`config.mk`:
```
export PLATFORM = sky130hd
export DESIGN_NAME = subneg_ctrl_flat
export DESIGN_NICKNAME = d
export VERILOG_FILES = /design/src/rtl/subneg_ctrl_if.sv /design/src/rtl/subneg_ctrl.sv /design/src/flat_wrapper.sv
export SDC_FILE = /design/constraint.sdc
export NUM_CORES = 1
export LEC_CHECK = 0
export BUFFER_PORTS_ARGS = -buffer_cell sky130_fd_sc_hd__buf_2
export CORE_ASPECT_RATIO = 0.7
export CORE_UTILIZATION = 40
export DETAILED_ROUTE_END_ITERATION = 7
export GPL_ROUTABILITY_DRIVEN = 0
export MAX_ROUTING_LAYER = met4
export SETUP_SLACK_MARGIN = 0.02
export SYNTH_ARGS = -nofsm -noshare
export SYNTH_HDL_FRONTEND = slang
export SYNTH_SLANG_ARGS = --single-unit
```
`constraint.sdc`:
```
create_clock -name clk -period 2.59 [get_ports clk]
set_clock_uncertainty 0.1 [all_clocks]
set_input_delay 0.6475 -clock clk [delete_from_list [all_inputs] [get_ports clk]]
set_output_delay 0.6475 -clock clk [all_outputs]
set_load 0.02 [all_outputs]
```
`src/rtl/subneg_ctrl_if.sv`:
```
// Memory bus and sub-datapath signals between subneg_ctrl (master) and its
// memory/sub neighbours (slave).
interface subneg_ctrl_if #(
  parameter int unsigned WIDTH  = 8,
  parameter int unsigned ADDR_W = 8
);
  logic [ADDR_W-1:0]       mem_addr;
  logic                    mem_re;
  logic                    mem_we;
  logic [WIDTH-1:0]        mem_wdata;
  logic [WIDTH-1:0]        mem_rdata;
  logic signed [WIDTH-1:0] sub_in1;
  logic signed [WIDTH-1:0] sub_in2;
  logic signed [WIDTH-1:0] sub_out;
  logic                    sub_neg;

  modport master (
    output mem_addr, mem_re, mem_we, mem_wdata, sub_in1, sub_in2,
    input  mem_rdata, sub_out, sub_neg
  );

  modport slave (
    input  mem_addr, mem_re, mem_we, mem_wdata, sub_in1, sub_in2,
    output mem_rdata, sub_out, sub_neg
  );
endinterface

```
`src/rtl/subneg_ctrl.sv`:
```
// SUBNEG fetch/execute sequencer: fetches {A, B, C}, computes
// mem[B] <= mem[B] - mem[A] through the external sub, branches to C on a
// negative result, halts on a taken branch to itself.
// Optional macro SUBNEG_ICOUNT_EN adds a 16-bit retired-instruction counter.
module subneg_ctrl #(
  parameter int unsigned WIDTH  = 8,
  parameter int unsigned ADDR_W = 8
) (
  input  logic           clk,
  input  logic           rst_n,
  input  logic           start,
  output logic           busy,
  output logic           halted,
  output logic [15:0]    icount,
  subneg_ctrl_if.master  bus
);

  typedef enum logic [2:0] {
    StIdle, StFetchA, StFetchB, StFetchC, StReadA, StReadB, StExec, StHalt
  } state_e;

  state_e            state_q, state_d;
  logic [ADDR_W-1:0] pc_q, pc_d;
  logic [ADDR_W-1:0] a_q, a_d;
  logic [ADDR_W-1:0] b_q, b_d;
  logic [ADDR_W-1:0] c_q, c_d;
  logic [WIDTH-1:0]  opa_q, opa_d;
  logic              start_acc;

  assign start_acc = ((state_q == StIdle) || (state_q == StHalt)) && start;

  // State and instruction registers.
  always_ff @(posedge clk or negedge rst_n) begin
    if (!rst_n) begin
      state_q <= StIdle;
      pc_q    <= '0;
      a_q     <= '0;
      b_q     <= '0;
      c_q     <= '0;
      opa_q   <= '0;
    end else begin
      state_q <= state_d;
      pc_q    <= pc_d;
      a_q     <= a_d;
      b_q     <= b_d;
      c_q     <= c_d;
      opa_q   <= opa_d;
    end
  end

  // Next state, operand capture and bus outputs; outputs decode from state so
  // an asynchronous reset silences the bus at once.
  always_comb begin
    state_d       = state_q;
    pc_d          = pc_q;
    a_d           = a_q;
    b_d           = b_q;
    c_d           = c_q;
    opa_d         = opa_q;
    bus.mem_addr  = '0;
    bus.mem_re    = 1'b0;
    bus.mem_we    = 1'b0;
    bus.mem_wdata = '0;
    bus.sub_in1   = '0;
    bus.sub_in2   = '0;
    case (state_q)
      StIdle, StHalt: begin
        if (start) begin
          state_d = StFetchA;
          pc_d    = '0;
        end
      end
      StFetchA: begin
        bus.mem_re   = 1'b1;
        bus.mem_addr = pc_q;
        state_d      = StFetchB;
      end
      StFetchB: begin
        bus.mem_re   = 1'b1;
        bus.mem_addr = pc_q + ADDR_W'(1);
        a_d          = bus.mem_rdata[ADDR_W-1:0];
        state_d      = StFetchC;
      end
      StFetchC: begin
        bus.mem_re   = 1'b1;
        bus.mem_addr = pc_q + ADDR_W'(2);
        b_d          = bus.mem_rdata[ADDR_W-1:0];
        state_d      = StReadA;
      end
      StReadA: begin
        bus.mem_re   = 1'b1;
        bus.mem_addr = a_q;
        c_d          = bus.mem_rdata[ADDR_W-1:0];
        state_d      = StReadB;
      end
      StReadB: begin
        bus.mem_re   = 1'b1;
        bus.mem_addr = b_q;
        opa_d        = bus.mem_rdata;
        state_d      = StExec;
      end
      StExec: begin
        // mem[B] arrives on mem_rdata this cycle and is written straight back.
        bus.sub_in1   = opa_q;
        bus.sub_in2   = bus.mem_rdata;
        bus.mem_we    = 1'b1;
        bus.mem_addr  = b_q;
        bus.mem_wdata = bus.sub_out;
        if (bus.sub_neg) begin
          pc_d    = c_q;
          state_d = (c_q == pc_q) ? StHalt : StFetchA;
        end else begin
          pc_d    = pc_q + ADDR_W'(3);
          state_d = StFetchA;
        end
      end
      default: state_d = StIdle;
    endcase
  end

  assign busy   = (state_q != StIdle) && (state_q != StHalt);
  assign halted = (state_q == StHalt);

`ifdef SUBNEG_ICOUNT_EN
  logic [15:0] icount_q, icount_d;

  // Retired-instruction counter: clears on accepted start, bumps per EXEC.
  always_comb begin
    icount_d = icount_q;
    if (start_acc) begin
      icount_d = '0;
    end else if (state_q == StExec) begin
      icount_d = icount_q + 16'd1;
    end
  end

  // Counter register.
  always_ff @(posedge clk or negedge rst_n) begin
    if (!rst_n) begin
      icount_q <= '0;
    end else begin
      icount_q <= icount_d;
    end
  end

  assign icount = icount_q;
`else
  logic unused_start_acc;
  assign unused_start_acc = start_acc;
  assign icount = '0;
`endif

endmodule
```
`src/flat_wrapper.sv`:
```
// flat-port wrapper written by rule: the top's interface ports become plain ports
module subneg_ctrl_flat 
#(
  parameter int unsigned WIDTH  = 8,
  parameter int unsigned ADDR_W = 8
)
  (clk, rst_n, start, busy, halted, icount, bus_mem_addr, bus_mem_re, bus_mem_we, bus_mem_wdata, bus_sub_in1, bus_sub_in2, bus_mem_rdata, bus_sub_out, bus_sub_neg);
  subneg_ctrl_if #(.WIDTH(WIDTH), .ADDR_W(ADDR_W)) bus_i ();
  input  logic clk;
  input  logic rst_n;
  input  logic start;
  output logic busy;
  output logic halted;
  output logic [15:0] icount;
  output wire logic [$bits(bus_i.mem_addr)-1:0] bus_mem_addr;
  output wire logic [$bits(bus_i.mem_re)-1:0] bus_mem_re;
  output wire logic [$bits(bus_i.mem_we)-1:0] bus_mem_we;
  output wire logic [$bits(bus_i.mem_wdata)-1:0] bus_mem_wdata;
  output wire logic [$bits(bus_i.sub_in1)-1:0] bus_sub_in1;
  output wire logic [$bits(bus_i.sub_in2)-1:0] bus_sub_in2;
  input wire logic [$bits(bus_i.mem_rdata)-1:0] bus_mem_rdata;
  input wire logic [$bits(bus_i.sub_out)-1:0] bus_sub_out;
  input wire logic [$bits(bus_i.sub_neg)-1:0] bus_sub_neg;
  assign bus_mem_addr = bus_i.mem_addr;
  assign bus_mem_re = bus_i.mem_re;
  assign bus_mem_we = bus_i.mem_we;
  assign bus_mem_wdata = bus_i.mem_wdata;
  assign bus_sub_in1 = bus_i.sub_in1;
  assign bus_sub_in2 = bus_i.sub_in2;
  assign bus_i.mem_rdata = bus_mem_rdata;
  assign bus_i.sub_out = bus_sub_out;
  assign bus_i.sub_neg = bus_sub_neg;
  subneg_ctrl #(.WIDTH(WIDTH), .ADDR_W(ADDR_W)) u_core (.clk(clk), .rst_n(rst_n), .start(start), .busy(busy), .halted(halted), .icount(icount), .bus(bus_i));
endmodule
```
==> flow_summary_export.csv, run 1 <==
group,metric,value,unit
run_status,run_status,"finished, final reports clean",
placed_design,dpl.hpwl,5.13,mm
cells_and_area,area_growth,24.7,%
routing,drtIter0Drc,212,
cells_and_area,seq_area,1080,sq um
synth,synth_xor_area_share,4.01,%
power_and_ir_drop,p_per_area,1270,nW/um^2
floorplanning,die_h,72.5,microns
cells_and_area,fin_nets,384,
synth,yosys-top-cells-area,"dfrtp_1 38%, mux2_1 9.9%, and2_1 5.3%",
synth,synth-simple-area-share,15.6,%
synth,ys_types,54,
routing,avgRoutedWirePerCell,16.6,microns
setup_path,critPathSlowestCell,"dfrtp_2",
synth,yosys.area.top_type,"dfrtp_1",
job,maxCapViolCount,0,
synth,synth_compound_area_share,15.8,%
placed_design,place_ws,0.228,ns
synth,synth_edf_count,0,
synth,synthFlopType,"dfrtp_1",
setup_path,crit_type,"flip-flop to primary output",
sta,whs,0.303,ns
routing,wirelength,7.52,mm
setup_path,cp.arrival,1.83,ns
routing,first_pass_iters,4,
synth,syn-instance-count,289,
global_route,grt_max_degree,44,
cells_and_area,num_antenna_cells,0,
clock_network,clockBufferDepth,2,
setup_path,crit_end,"bus_mem_addr[2]",
setup_path,cp-startpoint,"u_core.state_q[0]",
clock_network,clk_pin_slew,0.09,ns
sta,fin_crit_sh,99.4,%
floorplanning,die_area,7450,sq um
synth,synth_adder_area_share,1.76,%
power_and_ir_drop,p_clk_share,12.0,%
cells_and_area,drive_gt1_share,35.6,%
floorplanning,core_area,6820,sq um
synth,synth_top_area_share,37.9,%
placed_design,dpl.cell_count,432,
sta,hold_violations,0,
power_and_ir_drop,finalPower,0.00450,W
cells_and_area,final_cell_area,3540,sq um
clock_network,cts.htree.levels,2,
setup_path,reg2reg_setup_slack,0.62,ns
power_and_ir_drop,peakVddDrop,0.586,mV
power_and_ir_drop,p_leak,1.61,nW
setup_path,cp-start-kind,"flip-flop",
placed_design,dpl_cell_area,3200,sq um
routing,ant_nets,0,
synth,ys.warnings.count,0,
sta,worst_slew_pin_slew,0.557,ns
global_route,grt_overflow,0,
setup_path,cp_max_fo,6,
setup_path,crit_chain,"and2b_2 > nand2_2 > inv_2 > a22o_1 > a221o_1 > buf_6",
clock_network,clkSinkCount,43,
global_route,grt_pass1_wl,11.6,mm
setup_path,r2r_end,"u_core.pc_q[3]",
sta,slew_headroom,62.9,%
routing,vias_per_cell,5.30,
power_and_ir_drop,p_sw,0.00194,W
cells_and_area,multiInputGateArea,1630,sq um
synth,ys_async_sr_fraction,100,%
global_route,antenna_found_initial,0,
synth,syn_avg_cell_area,9.83,sq um
clock_network,worst_skew_pair.late_latency,0.30,ns
setup_path,cpPeakStageDelay,0.48,ns
cells_and_area,num-fill-cells,648,
sta,fin_crit,2.57,ns
sta,setup-violations-final,0,
cells_and_area,stdcell_count,454,
global_route,grtUsageTotal,21.3,%
floorplanning,die_w,103,microns
hold_path,hold_path_class,"input pin to asynchronous set/reset pin",
clock_network,cts_tree,"done",
setup_path,required,1.84,ns
setup_path,end_kind,"primary output",
clock_network,cts_made_buffers,5,
setup_path,worstRegToRegCells,6,
synth,ys_seq_area_share,37.9,%
floorplanning,pin_count,72,
sta,max_freq,0.388,GHz
floorplanning,rows,25,
clock_network,clockRootBuffer,"clkbuf_8",
global_route,grt_pass1_vias,2177,
synth,muxShareOfSynthArea,15.7,%
sta,rsz0062_at_grt,"true",
sta,slew_violations,0,
sta,fin_ws,0.0153,ns
power_and_ir_drop,pwr-share-seq,30.4,%
synth,syn_area,2840,sq um
routing,vias,2406,
power_and_ir_drop,combPwrFrac,57.5,%
placed_design,port_buffers,55,
setup_path,timing.rr.start,"u_core.state_q[2]",
routing,drcViolationCount,0,
synth,synth_top_family_by_area,"compound AO/OA/AOI/OAI gates",
power_and_ir_drop,intPower,0.00256,W
floorplanning,start_util,41.7,%
synth,synth-seq-cells,43,
power_and_ir_drop,p_sw_share,43.1,%
==> how the worst min path moves through the flow <==
stage                    start         endpoint  slack, ns  cells after the start
5_1_grt                  rst_n   u_core.pc_q[5]       0.35                      2
2_1_floorplan            rst_n    u_core.a_q[0]       0.25                      0
6_report                 rst_n   u_core.pc_q[5]       0.30                      2
3_3_place_gp   u_core.opa_q[7]  u_core.opa_q[7]       0.37                      1
3_5_place_dp   u_core.opa_q[2]  u_core.opa_q[2]       0.38                      1
4_1_cts                  rst_n   u_core.pc_q[2]       0.34                      2
==> state kept, by name (all words and copies together), names as in the netlist <==
register and count:
u_core.a_q 8, u_core.b_q 8, u_core.c_q 8, u_core.opa_q 8, u_core.pc_q 8, u_core.state_q 3
==> worst max-delay path: cells and delay by family, from the launching register on <==
kind	cells	cell delay, ns
AOI/OAI and AO/OA	2	0.50
buffers and inverters	2	0.20
DFF	1	0.48
and+or+nand+nor	2	0.34
==> layout make-up <==
| type | instances | area share, % |
|---|---|---|
| clock inverter | 2 | 1.06 |
| clock buffer | 5 | 1.94 |
| inverter | 5 | 0.530 |
| timing repair buffer | 88 | 16.5 |
| tap | 94 | 3.32 |
| sequential | 43 | 30.6 |
| multi-input combinational | 217 | 46.0 |
==> timing repair <==
item,CTS,global route
hold buffers,0,0
gates cloned,0,1
resized for setup,11,13
pin swaps,1,4
endpoints found under the setup margin,6,13
setup buffers,2,12
==> logic make-up (layout without fill, tap and decap cells) <==
| family | Yosys count | in the layout |
|---|---|---|
| muxes | 40 | 40 |
| DFF | 43 | 43 |
| adders and majority gates | 4 | 4 |
| xor gates and xnor gates | 13 | 13 |
| buffers and inverters | 44 | 100 |
| and+or+nand+nor | 79 | 79 |
| other | 1 | 16 |
| AOI/OAI and AO/OA | 65 | 65 |
==> power groups by stage <==
stage	combinational (W)	sequential (W)	clock, W
2_1_floorplan	0.00173	0.00119	0
3_3_place_gp	0.00218	0.00137	0
3_5_place_dp	0.00220	0.00138	0
4_1_cts	0.00229	0.00137	0.000550
5_1_grt	0.00280	0.00141	0.000580
6_report	0.00259	0.00137	0.000541
==> synthesized netlist by cell type (4+ instances only) <==
cell type,n
dfrtp_1,43
mux2_1,25
and2_1,24
a21oi_1,18
buf_4,18
nand2_1,16
buf_2,15
mux2_2,11
nor2_1,10
xnor2_1,10
o21ai_1,8
clkbuf_1,5
nor3_1,5
o2bb2ai_1,5
a22o_1,4
a22oi_1,4
ha_1,4
inv_1,4
mux2i_1,4
nand3_1,4
nor2b_1,4
o21ai_0,4
==> routing by layer <==
layer,track usage (%),up-vias,wire (microns)
met5,-,-,0
met2,29.4,117,3280
li1,-,1130,-
met3,4.91,4,644
met1,31.5,1155,3550
met4,4.29,0,50
==> cells in the final DEF, fill, tap and decap left out, types with 4 or more instances in the layout <==
cell / n
a21oi_1: 17
dfrtp_2: 5
and2_1: 24
dfrtp_1: 38
mux2i_1: 4
nand3_1: 4
inv_1: 4
conb_1: 16
o21ai_1: 8
a22o_1: 4
o2bb2ai_1: 4
buf_4: 28
buf_6: 4
clkbuf_8: 5
buf_2: 53
a22oi_1: 4
xnor2_1: 10
nand2_1: 16
nor2_1: 10
mux2_2: 11
nor2b_1: 4
nor3_1: 4
o21ai_0: 4
mux2_1: 25
==> metrics by stage <==
| step | setup TNS, ns | utilization, % |
|---|---|---|
| after CTS | 0 | 49.2 |
| after global routing | -0.0997 | 51.9 |
| after detailed placement | 0 | 46.9 |
| after global placement | 0 | 46.9 |
| final | 0 | 51.9 |
| after floorplan | 0 | - |
Power figures use the tool's default switching activity.
==> run 2, diff against run 1 <==
--- a/config.mk
+++ b/config.mk
@@ -11,6 +11,7 @@
 export DETAILED_ROUTE_END_ITERATION = 7
 export GPL_ROUTABILITY_DRIVEN = 0
 export MAX_ROUTING_LAYER = met4
+export PLACE_DENSITY_LB_ADDON = 0.12
 export SETUP_SLACK_MARGIN = 0.02
 export SYNTH_ARGS = -nofsm -noshare
 export SYNTH_HDL_FRONTEND = slang
==> flow_summary_export.csv, run 2 (synthesized netlist as in run 1, its figures left out) <==
group,metric,value,unit
global_route,grt_overflow,0,
routing,drtIter0Drc,163,
routing,first_pass_iters,4,
cells_and_area,area_growth,24.3,%
cells_and_area,layout_commonest_cell,"buf_2",
sta,setup-violations-final,0,
cells_and_area,num-fill-cells,660,
routing,avgRoutedWirePerCell,15.6,microns
clock_network,clockRootBuffer,"clkbuf_8",
floorplanning,rows,25,
sta,hold_violations,0,
routing,wirelength,7.07,mm
setup_path,cp_max_fo,4,
cells_and_area,final_cell_mix,"52 x buf_2, 37 x dfrtp_1, 31 x buf_4",
global_route,grt_pass1_wl,11.2,mm
global_route,grt_pass1_vias,2076,
routing,vias,2341,
clock_network,cts.htree.levels,2,
setup_path,crit_chain,"ha_4 > nor2b_4 > mux2_4 > a221oi_4 > a21oi_2 > buf_4",
setup_path,critPathSlowestCell,"dfrtp_1",
floorplanning,pin_count,72,
setup_path,reg2reg_setup_slack,0.60,ns
global_route,globalRouteMet3Util,3.37,%
setup_path,cpLargestDelayFamily,"flip-flops",
sta,fin_crit,2.58,ns
floorplanning,die_area,7450,sq um
placed_design,dpl.hpwl,5.14,mm
sta,rsz0062_at_grt,"true",
clock_network,worst_skew_pair.late_latency,0.30,ns
sta,slew_violations,0,
floorplanning,die_h,72.5,microns
setup_path,cpPeakStageDelay,0.44,ns
clock_network,clk_pin_slew,0.10,ns
clock_network,cts_tree,"done",
setup_path,cp-start-kind,"flip-flop",
clock_network,clkSinkCount,43,
global_route,grtUsageTotal,20.6,%
routing,ant_nets,0,
hold_path,hold_path_class,"input pin to asynchronous set/reset pin",
power_and_ir_drop,p_per_area,1230,nW/um^2
routing,drcViolationCount,0,
floorplanning,start_util,41.7,%
clock_network,hold_buffers,0,
clock_network,clockBufferDepth,2,
setup_path,path_buf_inv,1,
setup_path,end_kind,"primary output",
power_and_ir_drop,peakVddDrop,0.721,mV
global_route,grtUsageMet2,29.3,%
floorplanning,die_w,103,microns
cells_and_area,seq_area,1080,sq um
global_route,grt_max_degree,44,
setup_path,required,1.84,ns
cells_and_area,finalCoreUtilization,51.8,%
setup_path,cp.arrival,1.83,ns
clock_network,cts_made_buffers,5,
sta,fin_ws,0.00914,ns
global_route,use_met1,31.0,%
global_route,antenna_found_initial,0,
cells_and_area,num_antenna_cells,0,
cells_and_area,multiInputGateArea,1660,sq um
sta,fin_crit_sh,99.6,%
routing,vias_per_cell,5.16,
setup_path,crit_type,"flip-flop to primary output",
cells_and_area,drive_gt1_share,36.9,%
sta,max_freq,0.387,GHz
placed_design,place_ws,0.245,ns
floorplanning,core_area,6820,sq um
cells_and_area,fin_nets,383,
run_status,run_status,"finished, final reports clean",
placed_design,port_buffers,55,
power_and_ir_drop,p_leak,1.59,nW
power_and_ir_drop,finalPower,0.00434,W
job,maxCapViolCount,0,
global_route,grt_most_used_layer,"met1",
==> run 2: layout make-up <==
class	instances	share of cell area [%]
clock buffer	5	1.95
multi-input combinational	217	47.1
sequential	43	30.7
tap	94	3.33
timing repair buffer	87	15.7
inverter	5	0.532
clock inverter	3	0.709
==> run 2: metrics by stage <==
step	TNS (ns)	cell area (sq um)	std cells	hold slack [ns]
after floorplan	0	2900	304	0.252
after global placement	0	3240	436	0.368
after detailed placement	0	3240	436	0.373
after CTS	0	3410	448	0.211
after global routing	-0.118	3530	454	0.218
final	0	3530	454	0.206
==> run 2: repair_timing <==
item | CTS | global route
setup buffers | 4 | 6
pin swaps | 3 | 5
setup endpoints to repair | 7 | 7
cloned | 0 | 0
resized for setup | 14 | 17
==> run 2: where the power goes <==
| part | internal [W] | switching [W] | leakage, nW | total [W] |
|---|---|---|---|---|
| Clock | 0.000193 | 0.000264 | 0.0443 | 0.000457 |
| Combinational | 0.00122 | 0.00131 | 1.03 | 0.00253 |
| Sequential | 0.00102 | 0.000331 | 0.513 | 0.00135 |
==> run 2: final timing paths <==
check,startpoint,endpoint,cells past startpoint
setup / recovery,u_core.pc_q[1],bus_mem_addr[3],6
hold / removal,rst_n,u_core.b_q[2],2
setup reg to reg,u_core.state_q[1],u_core.pc_q[6],6
hold reg to reg,u_core.opa_q[3],u_core.opa_q[3],1
max in group asynchronous,rst_n,u_core.state_q[1],2
min in group clk,u_core.opa_q[3],u_core.opa_q[3],1
==> run 2: metal layers <==
| layer | wire, microns | share of wire (%) |
|---|---|---|
| met4 | 13 | 0.18 |
| met5 | 0 | 0 |
| met3 | 382 | 5.4 |
| met1 | 3580 | 51 |
| met2 | 3100 | 44 |
==> run 3, diff against run 2 <==
--- a/config.mk
+++ b/config.mk
@@ -6,8 +6,9 @@
 export NUM_CORES = 1
 export LEC_CHECK = 0
 export BUFFER_PORTS_ARGS = -buffer_cell sky130_fd_sc_hd__buf_2
+export CAP_MARGIN = 10
 export CORE_ASPECT_RATIO = 0.7
-export CORE_UTILIZATION = 40
+export CORE_UTILIZATION = 54
 export DETAILED_ROUTE_END_ITERATION = 7
 export GPL_ROUTABILITY_DRIVEN = 0
 export MAX_ROUTING_LAYER = met4
==> flow_summary_export.csv, run 3 (synthesized netlist as in run 1, its figures left out) <==
group,metric,value,unit
run_status,run_status,"finished, final reports clean",
sta,max_freq,0.391,GHz
cells_and_area,layout_commonest_cell,"buf_2",
clock_network,clockBufferDepth,2,
cells_and_area,fin_nets,377,
routing,avgRoutedWirePerCell,16.2,microns
floorplanning,start_util,57.8,%
cells_and_area,finalCoreUtilization,69.9,%
global_route,grt_overflow,0,
setup_path,reg2reg_setup_slack,0.63,ns
cells_and_area,seq_area,1090,sq um
routing,drtIter0Drc,192,
clock_network,cts_made_buffers,5,
cells_and_area,num-fill-cells,396,
setup_path,crit_type,"flip-flop to primary output",
clock_network,worst_skew_pair.late_latency,0.29,ns
sta,slew_violations,0,
global_route,antenna_found_initial,0,
power_and_ir_drop,p_leak,1.57,nW
setup_path,cp_max_fo,6,
cells_and_area,final_cell_mix,"53 x buf_2, 37 x dfrtp_1, 25 x mux2_1, 25 x buf_4, 24 x and2_1",
clock_network,cts_tree,"done",
sta,slew_headroom,64.2,%
setup_path,end_kind,"primary output",
setup_path,worstRegToRegCells,5,
placed_design,port_buffers,55,
floorplanning,die_h,62.7,microns
clock_network,clkSinkCount,43,
global_route,grtUsageTotal,26.4,%
cells_and_area,num_antenna_cells,0,
routing,ant_nets,0,
clock_network,clockRootBuffer,"clkbuf_8",
sta,fin_ws,0.0346,ns
cells_and_area,drive_gt1_share,35.3,%
global_route,grt_pass1_vias,2193,
routing,wl_met1,3.24,mm
cells_and_area,stdcell_count,423,
placed_design,dpl.cell_count,408,
routing,first_pass_iters,4,
sta,worst_slew_pin_slew,0.536,ns
global_route,grt_max_degree,44,
cells_and_area,multiInputGateArea,1630,sq um
routing,drcViolationCount,0,
routing,vias_per_cell,5.57,
floorplanning,rows,21,
routing,met3_length,397,microns
hold_path,hold_path_class,"input pin to asynchronous set/reset pin",
sta,hold_violations,0,
floorplanning,die_w,88.7,microns
setup_path,cp.arrival,1.81,ns
global_route,grt_pass1_wl,11.0,mm
clock_network,cts.htree.levels,2,
placed_design,place_ws,0.164,ns
setup_path,required,1.84,ns
sta,fin_crit_sh,98.7,%
power_and_ir_drop,peakVddDrop,0.912,mV
power_and_ir_drop,p_per_area,1270,nW/um^2
placed_design,dpl.hpwl,4.75,mm
sta,fin_crit,2.56,ns
sta,rsz0062_at_grt,"true",
sta,setup-violations-final,0,
cells_and_area,area_growth,21.0,%
floorplanning,die_area,5560,sq um
routing,maxUsedRoutingLayer,"met4",
routing,wl_met2,3.16,mm
setup_path,cp-start-kind,"flip-flop",
routing,wirelength,6.84,mm
job,maxCapViolCount,0,
floorplanning,pin_count,72,
routing,vias,2356,
power_and_ir_drop,finalPower,0.00435,W
floorplanning,core_area,4910,sq um
clock_network,clk_pin_slew,0.08,ns
## run 3: cell types whose count changed in the layout (fill, tap and decap cells not counted), sizes merged
cell      previous run  this run
bufinv               0         1
clkbuf               5         6
buf                 87        81
clkinv               2         1
clkinvlp             1         0
## run 3: power by group
part	switching [W]	internal, W	total [W]
sequential	0.000359	0.00102	0.00138
combinational	0.00127	0.00116	0.00243
clock	0.000230	0.000312	0.000542
total	0.00186	0.00249	0.00435
## run 3: critical path, stage by stage (launching register included)
cell     delay [ns]
dfrtp_1        0.39
buf_4          0.18
ha_4           0.18
xor2_1         0.15
a22o_1         0.19
a221o_1        0.26
buf_2          0.16
## run 3: repair_timing
item                       CTS  global route
setup endpoints to repair   32            31
setup buffers                3             4
pin swaps                    2             3
resized for setup           11            19
hold buffers                 0             0
hold endpoints to repair     0             0
## run 3: worst paths after layout
path,startpoint,endpoint
max in group asynchronous,rst_n,u_core.state_q[2]
min in group clk,u_core.opa_q[1],u_core.opa_q[1]
setup / recovery,u_core.pc_q[1],bus_mem_addr[2]
hold / removal,rst_n,u_core.b_q[4]
hold reg to reg,u_core.opa_q[1],u_core.opa_q[1]
setup reg to reg,u_core.state_q[2],u_core.pc_q[3]
## run 3: stage by stage
step | hold WS, ns | cell area (sq um) | setup TNS (ns)
after floorplan | 0.252 | 2900 | 0
after global placement | 0.366 | 3160 | 0
after detailed placement | 0.373 | 3160 | 0
after CTS | 0.341 | 3330 | 0
after global routing | 0.369 | 3440 | -0.0548
final | 0.324 | 3440 | 0
## run 3: final cells by class
type                    count  area share (%)
well taps                  69            2.51
flip-flops and latches     43            31.6
clock buffers               6            2.40
multi-input cells         217            47.3
clock inverters             2            1.02
repair buffers             81            14.5
inverters                   5           0.619
## run 3: per-layer routing
metal,GRT usage (%),up-vias
met5,-,-
li1,-,1127
met4,4.44,0
met1,37.5,1140
met2,39.2,80
met3,5.94,9
